===== config.mk =====
export PLATFORM = sky130hd
export DESIGN_NAME = pipe_skid_flat
export DESIGN_NICKNAME = d
export VERILOG_FILES = /design/src/rtl/pipe_skid_pkg.sv /design/src/rtl/pipe_skid_if.sv /design/src/rtl/pipe_skid.sv /design/src/flat_wrapper.sv
export SDC_FILE = /design/constraint.sdc
export NUM_CORES = 1
export LEC_CHECK = 0
export ABC_AREA = 1
export CORE_AREA = 3 3 40 42
export CTS_BUF_LIST = sky130_fd_sc_hd__clkbuf_8 sky130_fd_sc_hd__clkbuf_16
export DETAILED_ROUTE_END_ITERATION = 10
export DIE_AREA = 0 0 43 45
export PLACE_DENSITY = 0.75
export SYNTH_ARGS = -nofsm -noshare
export SYNTH_HDL_FRONTEND = slang
export SYNTH_SLANG_ARGS = --single-unit

===== constraint.sdc =====
create_clock -name clk -period 3.8 [get_ports clk]
set_input_delay 0.38 -clock clk [delete_from_list [all_inputs] [get_ports clk]]
set_output_delay 0.38 -clock clk [all_outputs]
set_load 0.005 [all_outputs]

===== src/rtl/pipe_skid_pkg.sv =====
`default_nettype none
// ============================================================================
//  Module      : pipe_pkg
//  Description : Shared definitions for valid/ready stream utilities:
//                skid buffer state encoding, depth constant and a helper
//                that maps a state to its buffered-entry count.
//  Revision    : 1.0  initial release
// ============================================================================
package pipe_pkg;

    // Number of entries a skid buffer can hold (output reg + skid reg).
    localparam int SKID_DEPTH = 2;

    typedef enum logic [1:0] {
        EMPTY = 2'd0,
        BUSY  = 2'd1,
        FULL  = 2'd2
    } skid_state_t;

    // Explicit-width state constants for plain logic state registers.
    localparam logic [1:0] c_ST_EMPTY = 2'd0;
    localparam logic [1:0] c_ST_BUSY  = 2'd1;
    localparam logic [1:0] c_ST_FULL  = 2'd2;

    // Entries held in each state. The encoding is chosen so the mapping is
    // the identity, but callers should not rely on that.
    function automatic logic [1:0] state_count(input logic [1:0] st);
        logic [1:0] cnt;
        cnt = 2'd0;
        case (st)
            c_ST_EMPTY: cnt = 2'd0;
            c_ST_BUSY:  cnt = 2'd1;
            c_ST_FULL:  cnt = 2'd2;
            default:    cnt = 2'd0;
        endcase
        return cnt;
    endfunction

endpackage
`default_nettype wire


===== src/rtl/pipe_skid_if.sv =====
`default_nettype none
// ============================================================================
//  Module      : pipe_skid_if
//  Description : Stream bundle around a skid buffer.
//                Upstream   : data_i, valid_i  -> buffer ; ready_o -> source
//                Downstream : data_o, valid_o  -> sink   ; ready_i -> buffer
//                Status     : count_o (buffered entries, 0..2)
//                master = environment driving both stream sides,
//                slave  = the buffer itself.
//  Revision    : 1.0  initial release
// ============================================================================
interface pipe_skid_if
    import pipe_pkg::*;
#(
    parameter int DATA_SIZE = 1
);
    logic [DATA_SIZE-1:0] data_i;
    logic                 valid_i;
    logic                 ready_o;
    logic [DATA_SIZE-1:0] data_o;
    logic                 valid_o;
    logic                 ready_i;
    logic [1:0]           count_o;

    modport master (
        output data_i, valid_i, ready_i,
        input  ready_o, data_o, valid_o, count_o
    );

    modport slave (
        input  data_i, valid_i, ready_i,
        output ready_o, data_o, valid_o, count_o
    );
endinterface
`default_nettype wire


===== src/rtl/pipe_skid.sv =====
`default_nettype none
// ============================================================================
//  Module      : pipe_skid
//  Description : Two-entry skid buffer for valid/ready streams. Both the
//                forward path (data/valid) and the backward path (ready) are
//                flop outputs, so downstream ready never reaches upstream
//                ready combinationally. Synchronous flush empties the buffer.
//  Ports       : clk    - clock, rising edge
//                rst_n  - asynchronous reset, ACTIVE HIGH (legacy name)
//                flush  - synchronous flush, highest priority
//                bus    - pipe_skid_if.slave stream bundle
//  Revision    : 1.0  initial release
// ============================================================================
module pipe_skid
    import pipe_pkg::*;
#(
    parameter int DATA_SIZE = 1
) (
    input  wire logic       clk,
    input  wire logic       rst_n,
    input  wire logic       flush,
    pipe_skid_if.slave      bus
);

    logic [1:0]           r_state;
    logic [DATA_SIZE-1:0] r_out;
    logic [DATA_SIZE-1:0] r_skid;
    logic                 r_valid;
    logic                 r_ready;

    logic w_in_fire;
    logic w_out_fire;

    assign w_in_fire  = bus.valid_i & r_ready;
    assign w_out_fire = r_valid & bus.ready_i;

    always_ff @(posedge clk or posedge rst_n) begin
        if (rst_n) begin
            r_state <= c_ST_EMPTY;
            r_out   <= '0;
            r_skid  <= '0;
            r_valid <= 1'b0;
            r_ready <= 1'b1;
        end else if (flush) begin
            // Any beat offered this cycle is dropped; an out_fire this cycle
            // has already been taken by the sink.
            r_state <= c_ST_EMPTY;
            r_out   <= '0;
            r_skid  <= '0;
            r_valid <= 1'b0;
            r_ready <= 1'b1;
        end else begin
            case (r_state)
                c_ST_EMPTY: begin
                    if (w_in_fire) begin
                        r_out   <= bus.data_i;
                        r_valid <= 1'b1;
                        r_state <= c_ST_BUSY;
                    end
                end
                c_ST_BUSY: begin
                    if (w_in_fire && !w_out_fire) begin
                        // Beat accepted while the sink stalled: park it in
                        // the skid register and close the upstream door.
                        r_skid  <= bus.data_i;
                        r_ready <= 1'b0;
                        r_state <= c_ST_FULL;
                    end else if (!w_in_fire && w_out_fire) begin
                        r_valid <= 1'b0;
                        r_state <= c_ST_EMPTY;
                    end else if (w_in_fire && w_out_fire) begin
                        r_out <= bus.data_i;
                    end
                end
                c_ST_FULL: begin
                    if (w_out_fire) begin
                        r_out   <= r_skid;
                        r_ready <= 1'b1;
                        r_state <= c_ST_BUSY;
                    end
                end
                default: begin
                    r_state <= c_ST_EMPTY;
                    r_valid <= 1'b0;
                    r_ready <= 1'b1;
                end
            endcase
        end
    end

    assign bus.data_o  = r_out;
    assign bus.valid_o = r_valid;
    assign bus.ready_o = r_ready;
    assign bus.count_o = state_count(r_state);

`ifndef SYNTHESIS
    // Remembers that valid_o was high with no consumption and no flush, so
    // the following edge can confirm valid_o did not drop.
    logic r_chk_hold;

    always_ff @(posedge clk or posedge rst_n) begin
        if (rst_n) begin
            r_chk_hold <= 1'b0;
        end else begin
            r_chk_hold <= r_valid & ~bus.ready_i & ~flush;
        end
    end

    always_ff @(posedge clk) begin
        if (!rst_n) begin
            a_valid_hold : assert (!r_chk_hold || r_valid);
            a_count_max  : assert (state_count(r_state) <= 2'(SKID_DEPTH) && r_state != 2'd3);
        end
    end
`endif

endmodule
`default_nettype wire


===== src/flat_wrapper.sv =====
// flat-port wrapper written by rule: the top's interface ports become plain ports
module pipe_skid_flat import pipe_pkg::*;
#(
    parameter int DATA_SIZE = 1
)
  (clk, rst_n, flush, bus_data_i, bus_valid_i, bus_ready_i, bus_ready_o, bus_data_o, bus_valid_o, bus_count_o);
  pipe_skid_if #(.DATA_SIZE(DATA_SIZE)) bus_i ();
  input  wire logic clk;
  input  wire logic rst_n;
  input  wire logic flush;
  input wire logic [$bits(bus_i.data_i)-1:0] bus_data_i;
  input wire logic [$bits(bus_i.valid_i)-1:0] bus_valid_i;
  input wire logic [$bits(bus_i.ready_i)-1:0] bus_ready_i;
  output wire logic [$bits(bus_i.ready_o)-1:0] bus_ready_o;
  output wire logic [$bits(bus_i.data_o)-1:0] bus_data_o;
  output wire logic [$bits(bus_i.valid_o)-1:0] bus_valid_o;
  output wire logic [$bits(bus_i.count_o)-1:0] bus_count_o;
  assign bus_i.data_i = bus_data_i;
  assign bus_i.valid_i = bus_valid_i;
  assign bus_i.ready_i = bus_ready_i;
  assign bus_ready_o = bus_i.ready_o;
  assign bus_data_o = bus_i.data_o;
  assign bus_valid_o = bus_i.valid_o;
  assign bus_count_o = bus_i.count_o;
  pipe_skid #(.DATA_SIZE(DATA_SIZE)) u_core (.clk(clk), .rst_n(rst_n), .flush(flush), .bus(bus_i));
endmodule

; After elaboration in Yosys (flattened, before gate mapping)
; Index checks and enable logic that the tools add are counted.
; Widths: inputs -> output; s select.
[op_classes]
n_shift = 0
div = 0
mul = 0
order_cmp = 0
bitwise_logic = 2
muxes = 26
eq_ne = 12
reduce_logical = 14
addsub = 0
[ops]
columns = cell, n
row1 = $mux 1, 16
row2 = $ne 3x2->1 const B, 5
row3 = $mux 2, 5
row4 = $pmux 1 s3, 3
row5 = $ne 3x3->1 const B, 2
row6 = $pmux 2 s3, 1
row7 = $reduce_and 3->1, 2
row8 = $reduce_and 6->1, 1
row9 = $ne 2x2->1 const B, 2
row10 = $ne 4x2->1 const B, 1
row11 = $pmux 2 s2, 1
row12 = $reduce_and 4->1, 1
row13 = $reduce_bool 2->1, 2
row14 = $reduce_bool 4->1, 1
row15 = $logic_and 1x1->1, 3
row16 = $and 1x1->1, 2
row17 = $eq 2x1->1 const B, 1
row18 = $eq 2x2->1 const B, 1
row19 = $logic_not 1->1, 2
row20 = $logic_not 2->1, 1
row21 = $reduce_and 2->1, 1
[totals]
output_inout_bits = 5
word_cells = 59
mem_bits_ro = 0
reg_bits = 6
n_memories = 0
mem_bits_rw = 0
latchBits = 0

; Longest topological paths before layout
[logic_depth]
depth_word = 7
depth_mapped = 10
ltp_nobuf = 10

; Worst setup path before layout
; No wires, ideal clock.
[synth_path]
path_kind = register to register
from = reg u_core.r_ready (netlist: u_core.bus.ready_o)
to = reg u_core.r_out (netlist: u_core.bus.data_o)
t_required_ns = 3.679
path_slack_ns = 2.488
arrival_ns = 1.191
setup_time_ns = 0.121
path_stages_with_launch = 9
path_cell_list = dfstp_2 nand2_1 ha_1 inv_1 nand2_1 nand2_1 nand3_1 o21bai_1 nand2_1
[synth_between]
elab_chain_len = 5
word_cells_on_any_way = 10
classes_between = 4 x eq/ne / 1 x bitwise / 5 x reduce/logical
[synth_rtl]
columns = item, line_no
row1 = from (decl), pipe_skid.sv:29  ; logic r_ready;
row2 = from (signal assigned), pipe_skid.sv:43  ; r_ready <= 1'b1;
row3 = from (signal assigned), pipe_skid.sv:51  ; r_ready <= 1'b1;
row4 = from (signal assigned), pipe_skid.sv:66  ; r_ready <= 1'b0;
row5 = $and 1x1->1 *, pipe_skid.sv:34  ; assign w_in_fire = bus.valid_i & r_ready;
row6 = $logic_not 1->1, pipe_skid.sv:68  ; end else if (!w_in_fire && w_out_fire) begin
row7 = $logic_and 1x1->1, pipe_skid.sv:68
row8 = $ne 3x3->1 (no source line), n/a
row9 = $reduce_and 6->1 (no source line) *, n/a
row10 = to (signal assigned), pipe_skid.sv:56  ; r_out <= bus.data_i;
row11 = to (signal assigned), pipe_skid.sv:72  ; r_out <= bus.data_i;
row12 = to (signal assigned), pipe_skid.sv:77  ; r_out <= r_skid;
row13 = to (decl), pipe_skid.sv:26  ; logic [DATA_SIZE-1:0] r_out;
; Mark *: on every way between the ends. The rest lies on a longest branch, timed or not.
; A chain may end at the register's enable or synchronous reset.

; Worst setup path after layout
[layout_path]
from = reg u_core.r_state[0]
to = out bus_count_o[1]
[layout_between]
elab_chain_len = 2
word_cells_on_any_way = 3
classes_between = 2 x eq/ne / 1 x mux
[layout_rtl]
columns = item, line_no
row1 = from (decl), pipe_skid.sv:25  ; logic [1:0] r_state;
row2 = from (signal assigned), pipe_skid.sv:39  ; r_state <= c_ST_EMPTY;
row3 = from (signal assigned), pipe_skid.sv:47  ; r_state <= c_ST_EMPTY;
row4 = from (signal assigned), pipe_skid.sv:58  ; r_state <= c_ST_BUSY;
row5 = $eq 2x2->1 / $eq 2x1->1 (equally long branches), pipe_skid_pkg.sv:30  ; case (st)
row6 = $pmux 2 s2 *, pipe_skid_pkg.sv:30
row7 = to (decl), flat_wrapper.sv:17  ; output wire logic [$bits(bus_i.count_o)-1:0] bus_count_o;
; Marked as above.

==> flow_metrics.py <==
metrics = {
    "outcome": {
        "status": "complete, no violations",
    },
    "min_path": {
        "holdCritPathClass": "input port to async pin",
    },
    "floorplan": {
        "fp.dieArea_mm2": 0.00194,
        "initial_core_util": 0.414,
        "die_w_um": 43,
        "rows": 13,
        "die_y_um": 45,
        "coreArea_mm2": 0.00128,
        "io_pins": 11,
    },
    "synthesis": {
        "synth.top_cell.area_share": 0.235,
        "ys_ff_latch": 6,
        "yosys-top-cells-area": "dfrtp_1, ha_1, nand2_1",
        "ys_seq_area_frac": 0.285,
        "yosys.cell_count.top_type": "nand2_1",
        "avgSynthCellArea_um2": 7.09,
        "synth_flop_cell": "dfrtp_1",
        "syn_nets": 91,
        "postSynthCellCount": 75,
        "synth_area_leader_cell": "dfrtp_1",
        "synth-edff-count": 0,
        "synth.distinct_cells": 16,
        "synthesis.area_um2": 532,
        "yosys_warnings": 0,
        "yosys-top-cells-count": "nand2_1, inv_1, ha_1",
        "synthArstFlopShare": 1.00,
    },
    "cells_and_area": {
        "fin_nets": 106,
        "fillers": 127,
        "diodes": 0,
        "syn2layout_area_growth_pct": 30.8,
        "drive_above_1_share": 0.0787,
    },
    "timing": {
        "finalSetupTns_ns": 0,
        "rsz0062_at_grt": "false",
        "relSlewSlack": 0.817,
        "period_minus_slack_ns": 1.87,
        "hold_slack_ns": 0.376,
        "tightest_slew_ns": 0.273,
        "max_freq_mhz": 536,
        "hold_violations": 0,
        "fin_crit_sh": 0.491,
        "fin_skew_ns": 0.00335,
        "setup_violations": 0,
        "maxSlewViolCount": 0,
    },
    "global_route": {
        "grt_usage": 0.146,
        "top_usage_layer": "met2",
        "grt_pass1_vias": 446,
        "use_met2": 0.231,
        "antenna_found_initial": 0,
        "grt_pass1_wl_um": 1960,
        "met3_usage": 0.0757,
        "grt_use_met1": 0.163,
        "grt_max_degree": 8,
        "overflow": 0,
    },
    "setup_path": {
        "path_class": "flip-flop to output port",
        "worst_setup_path_start_kind": "flip-flop",
        "critPathMaxFanout": 5,
        "critPathArrivalTime_ns": 1.49,
        "cp.required_ns": 3.42,
        "cp-end-kind": "output port",
    },
    "placed_design": {
        "place_congestion": 0.839,
        "hpwl_um": 865,
        "numPortBuffers": 10,
    },
    "clocking": {
        "postCtsResizedCells": 0,
        "cts.reportedPaths.clkPinSlew_ns": 0.04,
        "cts.sink_count": 6,
        "ctsHoldBuffers": 0,
        "clkLatencyLatePin_ns": 0.23,
        "cts_buffers": 3,
        "cts_root_buf": "clkbuf_8",
        "cts.path.max_buffers": 2,
        "cts_tree": "yes",
        "h-tree-depth": 1,
        "cts_setup_buffers": 0,
    },
    "power_and_ir_drop": {
        "vdd_drop_max_v": 0.000329,
        "power_density_mw_per_mm2": 610,
        "p_leak_uw": 0.000380,
    },
    "route": {
        "drtAntennaViolNets": 0,
        "detail_route.first_pass.iterations": 4,
        "wl_per_cell_um": 10.8,
        "remaining_drc_errors": 0,
        "drt-initial-drc-count": 9,
        "via_per_inst": 4.77,
        "drt_wl_total_um": 1130,
        "vias": 496,
    },
    "run": {
        "cap_violations": 0,
    },
}
[worst max-delay path, stage by stage, from the launching register on]
cell and delay, ns:
dfrtp_1 0.43, inv_1 0.13, ha_1 0.20, clkdlybuf4s50_1 0.51
[sequential cells by signal (all words and copies together), names as in the netlist]
signal / flops
u_core.bus.data_o: 1
u_core.bus.ready_o: 1
u_core.bus.valid_o: 1
u_core.r_skid: 1
u_core.r_state: 2
[power breakdown]
part / switching (uW) / internal [uW]
combinational: 113 / 96.2
sequential: 20.6 / 91.1
clock: 33.6 / 69.9
[routing by layer]
layer  up-vias  wire length (um)
met5         -                 0
met2        17               528
met3         4                87
li1        260                 -
met4         0                15
met1       215               495
[cell families after synthesis]
family / Yosys count / synth area share
simple gates: 35 / 0.282
buf+inv: 14 / 0.0988
compound gates: 10 / 0.0988
fa+ha+maj: 10 / 0.235
flops: 6 / 0.285
[layout make-up]
type | instances | area [um^2] | share of cell area
clock buffers | 3 | 41.3 | 0.0594
repair buffers | 10 | 100 | 0.144
flip-flops and latches | 6 | 151 | 0.218
well taps | 15 | 18.8 | 0.0270
inverters | 14 | 52.6 | 0.0755
clock inverters | 1 | 3.75 | 0.00540
multi-input cells | 55 | 328 | 0.471
[worst paths after layout]
check | startpoint | to | slack (ns) | cells past startpoint
worst min-delay path | rst_n | u_core.bus.data_o | 0.38 | 2
max in group asynchronous | rst_n | u_core.bus.ready_o | 3.16 | 2
min in group clk | u_core.bus.ready_o | u_core.bus.ready_o | 0.50 | 2
worst max register to register | u_core.r_state[1] | u_core.bus.data_o | 2.30 | 9
worst min register to register | u_core.bus.ready_o | u_core.bus.ready_o | 0.50 | 2
worst max-delay path | u_core.r_state[0] | bus_count_o[1] | 1.93 | 3
[cells in the final DEF (no fill, tap or decap)]
master            n
ha_1             10
nand2_1          18
clkbuf_8          3
dfstp_2           1
nor3_1            3
a21oi_1           3
nand4_1           1
inv_2             1
o21ai_0           4
nor2_2            1
nand3_1           3
inv_1            14
nand3_2           1
nor2_1            8
o21ai_1           2
clkdlybuf4s50_1  10
dfrtp_1           5
o21bai_1          1
[metrics by stage]
step           instance area [um^2]  worst slack [ns]  instances  power, uW   util
6_report                        696              1.93        104        424  0.541
5_1_grt                         696              1.85        104        469  0.541
4_1_cts                         696              1.92        104        431  0.541
3_5_place_dp                    651              2.00        100        322  0.506
3_3_place_gp                    651              2.03        100        313  0.506
2_1_floorplan                   532              2.49         75        241      -
(Power assumes the default switching activity.)
==> edit: new RTL, same settings <==
Register the output `bus.count_o`; this adds one clock of latency there.
--- a/src/rtl/pipe_skid.sv
+++ b/src/rtl/pipe_skid.sv
@@ -93,3 +93,5 @@
     assign bus.ready_o = r_ready;
-    assign bus.count_o = state_count(r_state);
+    always_ff @(posedge clk) begin
+        bus.count_o <= state_count(r_state);
+    end
 
Formal check against the unedited RTL: not equivalent (a bounded check fails within 4 cycles, from zero or initial values and one cycle with rst_n high).
==> edit against the unedited design <==
- worst setup slack gained 0.23 ns
- register-to-register slack improved by 0.03 ns
- routed wire length fell by 12%
- core utilization up 1.2 points
- fmax grew 14%
- sequential cell count rose by 2
- design area rose by 2.2%
- total power rose by 6.4%
- via count decreased by 9.3%
- synthesized area up 2.8%
- critical endpoint is now bus_ready_o
==> edit: results (changes against the unedited design) <==
drt_iter0_markers: 15  # was 9
place.gp.congestion: 0.805  # was 0.839
port_buffers: 10  # unchanged
tightest_slew_ns: 0.267  # was 0.273 ns
ctsLongestPathBuffers: 2  # unchanged
viasPerCell: 4.55  # was 4.77
synth_cell_types: 17  # was 16
reg2regPathDepth: 10  # was 9
met3_usage: 0.0359  # was 0.0757
status: "finished, final reports clean"  # unchanged
clk_pin_slew_ns: 0.05
grt_pass1_vias: 418  # was 446
r2r_end: "u_core.bus.data_o$_DFFE_PP0P_"  # unchanged
ys_seq_area_frac: 0.350  # was 0.285
synth_area_leaders: "dfrtp_1 (23%), ha_1 (21%), nand2_1 (13%)"  # was dfrtp_1 (24%), ha_1 (24%), nand2_1 (13%)
dr.pass1.iters: 4  # unchanged
grt_pass1_wl_um: 1750  # was 1960 um
hp-class: "primary input to async pin"  # unchanged
peakVddDrop_v: 0.000287  # was 0.000329 V
syn-num-nets: 85  # was 91
antenna_found_initial: 0  # unchanged
grt.met1_usage: 0.161  # was 0.163
cts_root_buffer: "clkbuf_8"  # unchanged
clk_latency_ns: 0.23  # about the same
path_delay_family: "flip-flops"  # was buffers and inverters
final_nets: 100  # was 106
placed_area_um2: 666  # was 651 um^2
antennaDiodeCount: 0  # unchanged
cts.repair.resized: 0  # unchanged
synthFlopType: "dfrtp_1"  # unchanged
wirelength_um: 989  # was 1130 um
synthArstFlopShare: 0.750  # was 1.00
yosysWarnings: 0  # unchanged
finalClockSkew_ns: 0.00904  # was 0.00335 ns
top_regs: "u_core.bus.count_o x2, u_core.r_state x2"
slowest_stage: "dfstp_2"  # was clkdlybuf4s50_1
gr-usage-all-layers: 0.123  # was 0.146
dp_hpwl_um: 805  # was 865 um
critPathMaxStageDelay_ns: 0.53  # was 0.51 ns
post-cts-setup-buffers: 0  # unchanged
grt_use_met2: 0.180  # was 0.231
critical_path_arrival_ns: 1.26  # was 1.49 ns
synth_commonest_cells: "nand2_1 (19), ha_1 (9), inv_1 (8)"  # was nand2_1 (18), inv_1 (13), ha_1 (10)
htreeDepth: 1  # unchanged
reg2reg_slack_ns: 2.33  # was 2.30 ns
switching_power_mw: 0.164  # was 0.167 mW
grt_max_degree: 9  # was 8
cts_made_buffers: 3  # unchanged
r2r-start: "u_core.bus.ready_o$_DFFE_PP1P_"  # was u_core.r_state[1]$_DFFE_PP0P_
drive_above_1_share: 0.155  # was 0.0787
crit_fanout: 3  # was 5
power.leakage_nw: 0.375  # was 0.380 nW
edit: cell count changes after synthesis, moves of 2 or more:
cell / before / now
inv_1: 13 / 8
dfxtp_1: 0 / 2
o21ai_1: 2 / 4
nor3_1: 3 / 0
nand2_2: 0 / 2
nor2_1: 8 / 5
o21ai_0: 4 / 2
inv_2: 1 / 3
edit: through the flow:
stage,setup slack [ns],hold slack (ns),std cells,total power [mW]
final,2.16,0.375,99,0.452
after global routing,2.09,0.398,99,0.495
after CTS,2.15,0.382,99,0.456
after detailed placement,2.04,0.457,95,0.349
after global placement,2.06,0.455,95,0.345
after floorplan,2.45,0.170,70,0.274
edit: cells by family (layout without fill, tap and decap cells):
| kind of cell | Yosys count | count (layout) | synth area share |
|---|---|---|---|
| AOI/OAI and AO/OA | 8 | 8 | 0.0732 |
| adders and majority gates | 9 | 9 | 0.206 |
| DFF | 8 | 8 | 0.350 |
| and+or+nand+nor | 34 | 34 | 0.295 |
| buffers and inverters | 11 | 25 | 0.0755 |
edit: worst max-delay path by stage:
stage,depth (start not counted),slack (ns),start,endpoint
after floorplan,10,2.45,u_core.bus.ready_o$_DFFE_PP1P_,u_core.bus.data_o$_DFFE_PP0P_
after global placement,10,2.06,bus_ready_i,u_core.bus.data_o$_DFFE_PP0P_
after detailed placement,11,2.04,bus_valid_i,u_core.bus.data_o$_DFFE_PP0P_
after CTS,1,2.15,u_core.bus.ready_o$_DFFE_PP1P_,bus_ready_o
after global routing,11,2.09,bus_valid_i,u_core.bus.data_o$_DFFE_PP0P_
final,1,2.16,u_core.bus.ready_o$_DFFE_PP1P_,bus_ready_o
edit: power by group through the flow:
stage | clock, mW | combinational [mW] | sequential [mW]
2_1_floorplan | 0 | 0.132 | 0.142
3_3_place_gp | 0 | 0.203 | 0.142
3_5_place_dp | 0 | 0.207 | 0.143
4_1_cts | 0.106 | 0.208 | 0.141
5_1_grt | 0.111 | 0.237 | 0.147
6_report | 0.105 | 0.206 | 0.141
edit: worst reg2reg max path, cell delays in order (launching register included):
cell     delay [ns]
dfstp_2        0.53
nand2_1        0.10
inv_1          0.12
ha_1           0.16
inv_1          0.04
nor2_1         0.08
nor2_1         0.04
nor2_1         0.13
nand2_1        0.07
nand2_1        0.05
nand2_1        0.04
edit: final cells by class:
type	instances	area, um^2
clock buffer	3	41.3
multi-input combinational	51	314
fill	127	574
tap	15	18.8
timing repair buffer	10	100
clock inverter	1	3.75
sequential	8	191
inverter	11	41.3
edit: routing by layer:
| layer | vias to the layer above | wire length (um) | share of wire |
|---|---|---|---|
| met5 | - | 0 | 0 |
| met3 | 2 | 55 | 0.056 |
| met4 | 0 | 21 | 0.021 |
| met1 | 193 | 491 | 0.50 |
| li1 | 243 | - | - |
| met2 | 12 | 422 | 0.43 |
